## config.mk

```make
export PLATFORM = sky130hd
export DESIGN_NAME = i2s_multi_capture_axis
export DESIGN_NICKNAME = d
export VERILOG_FILES = /design/src/rtl/i2s_cap_pkg.sv /design/src/rtl/i2s_frame_fifo.sv /design/src/rtl/i2s_multi_capture_axis.sv
export SDC_FILE = /design/constraint.sdc
export NUM_CORES = 1
export LEC_CHECK = 0
export CAP_MARGIN = 20
export CORE_MARGIN = 4
export CORE_UTILIZATION = 40
export CTS_CLUSTER_SIZE = 40
export DETAILED_ROUTE_END_ITERATION = 10
export HOLD_SLACK_MARGIN = 0.1
export SLEW_MARGIN = 20
export SYNTH_ARGS = -nofsm -noshare
export SYNTH_HDL_FRONTEND = slang
export SYNTH_SLANG_ARGS = --single-unit
```

## constraint.sdc

```tcl
create_clock -name sck -period 10.6 [get_ports sck]
set_input_delay 1.59 -clock sck [delete_from_list [all_inputs] [get_ports sck]]
set_output_delay 1.59 -clock sck [all_outputs]
set_load 0.01 [all_outputs]
```

## src/rtl/i2s_cap_pkg.sv

```systemverilog
// Shared constants and helpers for the multi-channel I2S capture path.
package i2s_cap_pkg;

   localparam int unsigned SLOT_W     = 32;
   localparam int unsigned DROP_CNT_W = 16;

   // Capture FSM encoding
   localparam logic [1:0] ST_IDLE  = 2'd0;
   localparam logic [1:0] ST_ARM   = 2'd1;
   localparam logic [1:0] ST_SHIFT = 2'd2;
   localparam logic [1:0] ST_DONE  = 2'd3;

   // Number of stream beats needed to carry one frame of num_ch slots
   function automatic int unsigned beats(input int unsigned num_ch,
                                         input int unsigned tdata_w);
      return (num_ch * SLOT_W) / tdata_w;
   endfunction

endpackage

```

## src/rtl/i2s_frame_fifo.sv

```systemverilog
// Synchronous frame FIFO; a pop and a write in the same cycle succeed even when full.
module i2s_frame_fifo #(
   parameter int unsigned WIDTH = 256,
   parameter int unsigned DEPTH = 4
) (
   input  logic             i_clk,
   input  logic             i_rst,
   input  logic             i_write,
   input  logic [WIDTH-1:0] i_wdata,
   input  logic             i_pop,
   output logic [WIDTH-1:0] o_rdata,
   output logic             o_full,
   output logic             o_empty
);

   localparam int unsigned AW = $clog2(DEPTH);

   logic [WIDTH-1:0] r_mem [DEPTH];
   logic [AW:0]      r_wr_ptr;
   logic [AW:0]      r_rd_ptr;
   logic             w_do_wr;
   logic             w_do_pop;

   assign o_empty  = (r_wr_ptr == r_rd_ptr);
   assign o_full   = (r_wr_ptr[AW] != r_rd_ptr[AW]) &&
                     (r_wr_ptr[AW-1:0] == r_rd_ptr[AW-1:0]);
   assign w_do_pop = i_pop && !o_empty;
   assign w_do_wr  = i_write && (!o_full || w_do_pop);
   assign o_rdata  = r_mem[r_rd_ptr[AW-1:0]];

   // Pointer update
   always_ff @(posedge i_clk or posedge i_rst) begin
      if (i_rst) begin
         r_wr_ptr <= '0;
         r_rd_ptr <= '0;
      end else begin
         if (w_do_wr)  r_wr_ptr <= r_wr_ptr + (AW+1)'(1);
         if (w_do_pop) r_rd_ptr <= r_rd_ptr + (AW+1)'(1);
      end
   end

   // Storage array, no reset needed
   always_ff @(posedge i_clk) begin
      if (w_do_wr) r_mem[r_wr_ptr[AW-1:0]] <= i_wdata;
   end

endmodule

```

## src/rtl/i2s_multi_capture_axis.sv

```systemverilog
// N-channel I2S capture into a frame FIFO, emitted as an AXI-Stream master.
// Optional build macro I2S_CAP_TUSER_EN adds m_axis_tuser[0] carrying the frame slot.
module i2s_multi_capture_axis
   import i2s_cap_pkg::*;
#(
   parameter int unsigned NUM_CH     = 8,
   parameter int unsigned SAMPLE_W   = 24,
   parameter int unsigned TDATA_W    = 128,
   parameter int unsigned FIFO_DEPTH = 4
) (
   input  logic                  sck,
   input  logic                  rst,
   input  logic                  ws,
   input  logic [NUM_CH-1:0]     sd,
   input  logic                  start,
   input  logic                  stereo_en,
   input  logic                  m_axis_tready,
   output logic [TDATA_W-1:0]    m_axis_tdata,
   output logic                  m_axis_tvalid,
   output logic                  m_axis_tlast,
   output logic                  overflow,
   output logic                  short_err,
   output logic [DROP_CNT_W-1:0] drop_cnt
`ifdef I2S_CAP_TUSER_EN
   ,
   output logic [0:0]            m_axis_tuser
`endif
);

   localparam int unsigned FRAME_W = NUM_CH * SLOT_W;
   localparam int unsigned BEATS   = beats(NUM_CH, TDATA_W);
   localparam int unsigned BEAT_W  = (BEATS > 1) ? $clog2(BEATS) : 1;
   localparam int unsigned CNT_W   = $clog2(SAMPLE_W + 1);
`ifdef I2S_CAP_TUSER_EN
   localparam int unsigned FIFO_W  = FRAME_W + 1;
`else
   localparam int unsigned FIFO_W  = FRAME_W;
`endif

   logic [1:0]                       r_state;
   logic [1:0]                       w_state_nxt;
   logic                             r_ws_q;
   logic [CNT_W-1:0]                 r_bit_cnt;
   logic [NUM_CH-1:0][SAMPLE_W-1:0]  r_shreg;
   logic                             r_overflow;
   logic                             r_short_err;
   logic [DROP_CNT_W-1:0]            r_drop_cnt;
   logic                             w_edge;
   logic                             w_elig;
   logic                             w_arm_shift;
   logic                             w_shift;
   logic                             w_short;
   logic                             w_wr;
   logic                             w_ovf;
   logic [FRAME_W-1:0]               w_frame;
   logic [FIFO_W-1:0]                w_fifo_wdata;
   logic [FIFO_W-1:0]                w_fifo_rdata;
   logic                             w_full;
   logic                             w_empty;
   logic                             w_pop;
   logic [FRAME_W-1:0]               w_rd_frame;
   logic [BEAT_W-1:0]                w_beat_sel;
   logic [TDATA_W-1:0]               w_beat_data;
   logic                             w_last_nxt;
   logic [BEAT_W-1:0]                r_beat;
   logic [TDATA_W-1:0]               r_tdata;
   logic                             r_tvalid;
   logic                             r_tlast;
`ifdef I2S_CAP_TUSER_EN
   logic                             r_slot;
   logic                             r_tuser;
`endif

   assign w_edge = ws ^ r_ws_q;
   assign w_elig = !ws || stereo_en;

   // Capture FSM state register
   always_ff @(posedge sck or posedge rst) begin
      if (rst) r_state <= ST_IDLE;
      else     r_state <= w_state_nxt;
   end

   // Capture FSM next state and per-cycle strobes
   always_comb begin
      w_state_nxt = r_state;
      w_arm_shift = 1'b0;
      w_shift     = 1'b0;
      w_short     = 1'b0;
      case (r_state)
         ST_IDLE: begin
            if (start) w_state_nxt = ST_ARM;
         end
         ST_ARM: begin
            if (!start) begin
               w_state_nxt = ST_IDLE;
            end else if (w_edge && w_elig) begin
               w_state_nxt = ST_SHIFT;
               w_arm_shift = 1'b1;
            end
         end
         ST_SHIFT: begin
            if (w_edge) begin
               // slot ended early: drop it, retarget onto the new slot if wanted
               w_short = 1'b1;
               if (start && w_elig) begin
                  w_state_nxt = ST_SHIFT;
                  w_arm_shift = 1'b1;
               end else if (start) begin
                  w_state_nxt = ST_ARM;
               end else begin
                  w_state_nxt = ST_IDLE;
               end
            end else begin
               w_shift = 1'b1;
               if (r_bit_cnt == CNT_W'(SAMPLE_W - 1)) w_state_nxt = ST_DONE;
            end
         end
         default: begin
            // DONE can coincide with the next slot's edge on tight ws timing
            if (!start) begin
               w_state_nxt = ST_IDLE;
            end else if (w_edge && w_elig) begin
               w_state_nxt = ST_SHIFT;
               w_arm_shift = 1'b1;
            end else begin
               w_state_nxt = ST_ARM;
            end
         end
      endcase
   end

   // ws history and per-channel deserialisers
   always_ff @(posedge sck or posedge rst) begin
      if (rst) begin
         r_ws_q    <= 1'b0;
         r_bit_cnt <= '0;
         r_shreg   <= '0;
`ifdef I2S_CAP_TUSER_EN
         r_slot    <= 1'b0;
`endif
      end else begin
         r_ws_q <= ws;
         if (w_arm_shift) begin
            r_bit_cnt <= '0;
`ifdef I2S_CAP_TUSER_EN
            r_slot    <= ws;
`endif
         end else if (w_shift) begin
            r_bit_cnt <= r_bit_cnt + CNT_W'(1);
            for (int i = 0; i < int'(NUM_CH); i++) begin
               r_shreg[i] <= {r_shreg[i][SAMPLE_W-2:0], sd[i]};
            end
         end
      end
   end

   // Sign-extend every channel into its 32-bit slot, channel 0 lowest
   always_comb begin
      w_frame = '0;
      for (int i = 0; i < int'(NUM_CH); i++) begin
         w_frame[i*SLOT_W +: SLOT_W] = {{(SLOT_W-SAMPLE_W){r_shreg[i][SAMPLE_W-1]}}, r_shreg[i]};
      end
   end

   assign w_wr  = (r_state == ST_DONE) && (!w_full || w_pop);
   assign w_ovf = (r_state == ST_DONE) && w_full && !w_pop;

`ifdef I2S_CAP_TUSER_EN
   assign w_fifo_wdata = {r_slot, w_frame};
`else
   assign w_fifo_wdata = w_frame;
`endif

   // Sticky error flags and saturating drop counter
   always_ff @(posedge sck or posedge rst) begin
      if (rst) begin
         r_overflow  <= 1'b0;
         r_short_err <= 1'b0;
         r_drop_cnt  <= '0;
      end else begin
         if (w_ovf)   r_overflow  <= 1'b1;
         if (w_short) r_short_err <= 1'b1;
         if ((w_ovf || w_short) && (r_drop_cnt != '1)) r_drop_cnt <= r_drop_cnt + DROP_CNT_W'(1);
      end
   end

   i2s_frame_fifo #(
      .WIDTH (FIFO_W),
      .DEPTH (FIFO_DEPTH)
   ) u_fifo (
      .i_clk   (sck),
      .i_rst   (rst),
      .i_write (w_wr),
      .i_wdata (w_fifo_wdata),
      .i_pop   (w_pop),
      .o_rdata (w_fifo_rdata),
      .o_full  (w_full),
      .o_empty (w_empty)
   );

   assign w_rd_frame  = w_fifo_rdata[FRAME_W-1:0];
   assign w_pop       = r_tvalid && m_axis_tready && r_tlast;
   assign w_beat_sel  = r_tvalid ? (r_beat + BEAT_W'(1)) : '0;
   assign w_beat_data = TDATA_W'(w_rd_frame >> (32'(w_beat_sel) * TDATA_W));
   assign w_last_nxt  = (w_beat_sel == BEAT_W'(BEATS - 1));

   // Beat serialiser; the head frame stays in the FIFO until its last beat is taken
   always_ff @(posedge sck or posedge rst) begin
      if (rst) begin
         r_beat   <= '0;
         r_tdata  <= '0;
         r_tvalid <= 1'b0;
         r_tlast  <= 1'b0;
`ifdef I2S_CAP_TUSER_EN
         r_tuser  <= 1'b0;
`endif
      end else if (!r_tvalid || m_axis_tready) begin
         if (r_tvalid && r_tlast) begin
            r_tvalid <= 1'b0;
            r_tlast  <= 1'b0;
         end else if (r_tvalid) begin
            r_beat  <= w_beat_sel;
            r_tdata <= w_beat_data;
            r_tlast <= w_last_nxt;
         end else if (!w_empty) begin
            r_beat   <= '0;
            r_tdata  <= w_beat_data;
            r_tlast  <= w_last_nxt;
            r_tvalid <= 1'b1;
`ifdef I2S_CAP_TUSER_EN
            r_tuser  <= w_fifo_rdata[FRAME_W];
`endif
         end
      end
   end

   assign m_axis_tdata  = r_tdata;
   assign m_axis_tvalid = r_tvalid;
   assign m_axis_tlast  = r_tlast;
   assign overflow      = r_overflow;
   assign short_err     = r_short_err;
   assign drop_cnt      = r_drop_cnt;
`ifdef I2S_CAP_TUSER_EN
   assign m_axis_tuser  = r_tuser;
`endif

endmodule

```

==> out/qor_table.md <==
| Stage | Result | This run |
|:---|:---|:---|
| outcome | Status | finished clean |
| placement | Total half-perimeter wirelength after legalization and detailed placement | 43.4 mm |
| worst setup path | Data required time at the worst endpoint | 10.87 ns |
| clocking | Clock edge transition at the registers on the reported setup and hold paths | 0.06 ns |
| floorplan | Height of the chip | 329 µm |
| worst setup path | CP dominant cell by count | buf_4 |
| worst setup path | Reg2reg path depth | 6 |
| sta | F_max | 200 MHz |
| worst hold path | Hold crit path type | reg -> reg |
| worst setup path | Worst setup path category | in -> reg |
| synthesis | Most used flip-flop cell after synthesis | edfxtp_1 |
| finish | Area growth from synthesis to layout | 16.5% |
| synthesis | Number of flops mapped to enable cells by yosys | 768 |
| detailed routing | Via-to-Cell Ratio | 5.03 |
| clocking | H-tree depth | 3 |
| pwr | Leakage power | 17.6 nW |
| floorplan | Core footprint | 102000 µm² |
| worst setup path | Crit path capture type | register |
| sta | Number of endpoints with negative hold slack in the final report | 0 |
| placement | GP Congestion | 0.732 |
| global route | Total routing usage reported by global routing | 15.4% |
| placement | Number of buffer cells added on primary ports | 161 |
| finish | Antenna diode instance count | 0 |
| clocking | Setup Buffers After CTS | 0 |
| worst setup path | Setup slack of the worst register-to-register path | 6.29 ns |
| global route | Pin count of the biggest net entering global routing | 198 |
| synthesis | Area of the mapped netlist | 41100 µm² |
| clocking | Clock Sinks | 1091 |
| worst setup path | Reg2Reg Capture Point | u_fifo.r_mem[1][111]$_DFFE_PP_ |
| clocking | Cts repair resizes | 0 |
| detailed routing | Via count | 20400 |
| worst hold path | Hold_sp | m_axis_tdata[83]$_DFFE_PP0P_ |
| sta | RSZ-0062 raised after global routing | no |
| worst setup path | Critical Path Source Type | primary input |
| clocking | Buffer levels on the longest clock path | 3 |
| floorplan | Width of the die | 329 µm |
| worst setup path | Worst Path Max Fanout | 62 |
| global route | Wire length of the first global-routing pass | 129 mm |
| worst hold path | Sink of the worst hold path | m_axis_tdata[83]$_DFFE_PP0P_ |
| sta | Max-Slew Margin vs Limit | 8.92% |
| clocking | Hold_buf cts | 0 |
| global route | Antenna violations before repair | 1 |
| finish | Fraction of layout cells with a size suffix above 1 | 15.2% |
| sta | Worst hold slack | 0.478 ns |
| floorplan | Starting Density | 40.3% |
| synthesis | Number of distinct standard cells referenced by the synthesized netlist | 46 |
| detailed routing | Remaining routing DRC violations | 0 |
| sta | Count of final max-slew check failures | 0 |
| sta | Total of endpoints with negative setup slack in the final report | 0 |
| worst hold path | Hold Crit Depth | 2 |
| detailed routing | Detailed-routing iteration count for the pre-antenna-repair pass | 5 |
| sta | Setup TNS | 0 ns |
| synthesis | Asr flop ratio synth | 29.6% |
| sta | Period minus WS final | 5.01 ns |
| floorplan | # rows | 117 |
| synthesis | Synth Instances | 2438 |
| synthesis | Number of warnings printed during yosys synthesis | 0 |
| run | MaxCap Viol Count | 0 |
| sta | Final clock period utilization by the worst path | 47.3% |
| detailed routing | Detailed Route WL | 82.1 mm |
| global route | Overflow left after global routing | 0 |
| clocking | Clk root buf | clkbuf_16 |
| pwr | Maximum vdd drop | 0.161 mV |
| pwr | Power per standard cell area | 262 nW/µm² |
| global route | Vias in the first global route | 21800 |
| worst setup path | Cell at the slowest stage of the critical path | buf_4 |
| synthesis | Fraction of the yosys area taken by sequential cells | 75.8% |
| synthesis | Post-synth top area share | 56.1% |
| sta | Slew at the pin closest to its max-slew limit | 1.37 ns |
| detailed routing | Count of routing violations after the opening detailed-route iteration | 1218 |
| detailed routing | Antenna violation net count after detailed routing | 0 |
| finish | Number of nets in the layout | 2606 |
| floorplan | I/O Pins | 162 |
| placement | Number of placed instances with taps included | 3843 |
| sta | Setup clock skew after layout | 0.0350 ns |
| worst setup path | Slowest stage delay, CP | 0.88 ns |
| finish | Number of standard cells in the layout, taps in and fillers out | 4047 |
| worst setup path | Worst path arrival time | 5.28 ns |
| floorplan | Die area | 108000 µm² |
| detailed routing | Wirelength per Cell | 20.3 µm |
| worst setup path | Worst path cell trace | clkdlybuf4s50_1, nand3_1, or4b_4, nor2b_1, and2_4, buf_4, buf_4 |
| clocking | Clock tree from TritonCTS | built |
| clocking | Number of CTS-inserted buffers | 107 |
| synthesis | Register bit count reported by yosys | 1091 |
| synthesis | Synth top area cells | edfxtp_1 (56%), dfrtp_1 (20%), mux4_2 (11%), nand2_1 (6.3%), mux2i_1 (2.3%) |
| synthesis | Nets in the synthesized netlist | 2459 |
| worst setup path | Reg-to-Reg Start | u_fifo.r_rd_ptr[0]$_DFFE_PP0P_ |
| synthesis | Leading area contributor after synthesis | edfxtp_1 |
| clocking | Worst skew pair latency | 0.68 ns |
| synthesis | Syn avg cell area | 16.9 µm² |
-- worst max path at each step --
| stage | from | cells past startpoint | slack [ns] | endpoint |
|---|---|---|---|---|
| 6_report | m_axis_tready | 7 | 5.59 | u_fifo.r_mem[1][111]$_DFFE_PP_ |
| 5_1_grt | m_axis_tready | 7 | 5.31 | u_fifo.r_mem[1][111]$_DFFE_PP_ |
| 4_1_cts | m_axis_tready | 7 | 5.55 | u_fifo.r_mem[1][111]$_DFFE_PP_ |
| 3_5_place_dp | m_axis_tready | 7 | 4.86 | u_fifo.r_mem[1][239]$_DFFE_PP_ |
| 3_3_place_gp | m_axis_tready | 7 | 4.89 | u_fifo.r_mem[1][239]$_DFFE_PP_ |
| 2_1_floorplan | rst | 1 | 0.07 | drop_cnt[0]$_DFFE_PP0P_ |
-- critical path: cells and delay by family --
kind                   cells  cell delay (ns)
buffers and inverters      3             2.08
and+or+nand+nor            4             1.50
-- cells in the final DEF (no fill, tap or decap), types with 20 or more instances in the layout --
cell	Yosys	routed
buf_4	32	28
bufinv_16	0	20
clkbuf_1	90	28
clkbuf_16	0	110
clkdlybuf4s50_1	0	161
dfrtp_1	323	321
edfxtp_1	768	768
mux2i_1	96	96
mux4_2	192	192
nand2_1	694	694
o21ai_0	56	56
o21ai_1	48	48
-- cells in the mapped netlist, types with 3 or more instances --
cell type  count
nor2_1        11
nand3_1        9
o21ai_1       48
buf_4         32
dfrtp_1      323
buf_1          5
clkbuf_1      90
mux2_1         3
buf_2         26
mux4_2       192
ha_1           7
nand2b_1       4
nor3_1         7
mux2i_1       96
and2_1         4
xor2_1        19
inv_1          6
nand2_1      694
nand4_1        3
o21ai_0       56
xnor2_1        4
edfxtp_1     768
-- cells by family after synthesis --
kind of cell / synth area share (%)
AO/OA/AOI/OAI: 1.52
XOR/XNOR: 0.490
adder cells (fa/ha/maj): 0.213
buffers and inverters: 1.85
flip-flops: 75.8
multiplexers: 13.0
AND/OR/NAND/NOR: 7.13
-- area by class of cell --
| class | instances | area [µm²] |
|---|---|---|
| sequential | 1091 | 31200 |
| tap | 1368 | 1710 |
| clock buffer | 151 | 3040 |
| timing repair buffer | 192 | 1890 |
| multi-input combinational | 1187 | 9220 |
| inverter | 6 | 30.0 |
| fill | 8605 | 54000 |
| clock inverter | 52 | 812 |
-- per-layer routing --
| metal | global-route usage, % | vias to the layer above | wire (µm) |
|---|---|---|---|
| met5 | 0 | - | 0 |
| met2 | 26.4 | 365 | 41200 |
| met3 | 2.95 | 89 | 3720 |
| met4 | 3.33 | 0 | 1170 |
| met1 | 20.5 | 10700 | 36000 |
| li1 | - | 9240 | - |
-- registers in the layout (all words and copies together), names as in the netlist, 2 cells and up --
name,count
drop_cnt,16
m_axis_tdata,96
r_bit_cnt,5
r_shreg,192
r_state,2
u_fifo.r_mem,768
u_fifo.r_rd_ptr,3
u_fifo.r_wr_ptr,3
-- power breakdown --
group	switching [mW]	internal, mW	leakage [nW]
Clock	1.58	2.49	1.88
Combinational	1.61	1.51	4.82
Sequential	0.325	5.02	10.9
-- metrics by stage --
step                      total power [mW]  area, µm²  setup WS (ns)  utilization, %
after floorplan                       7.46      41100         0.0687               -
after global placement                8.61      44000           4.89            43.2
after detailed placement              8.66      44000           4.86            43.2
after CTS                             12.7      47800           5.55            46.9
after global routing                  13.2      47800           5.31            47.0
final                                 12.5      47800           5.59            47.0
Note: power is estimated with default switching activity, not from simulation.
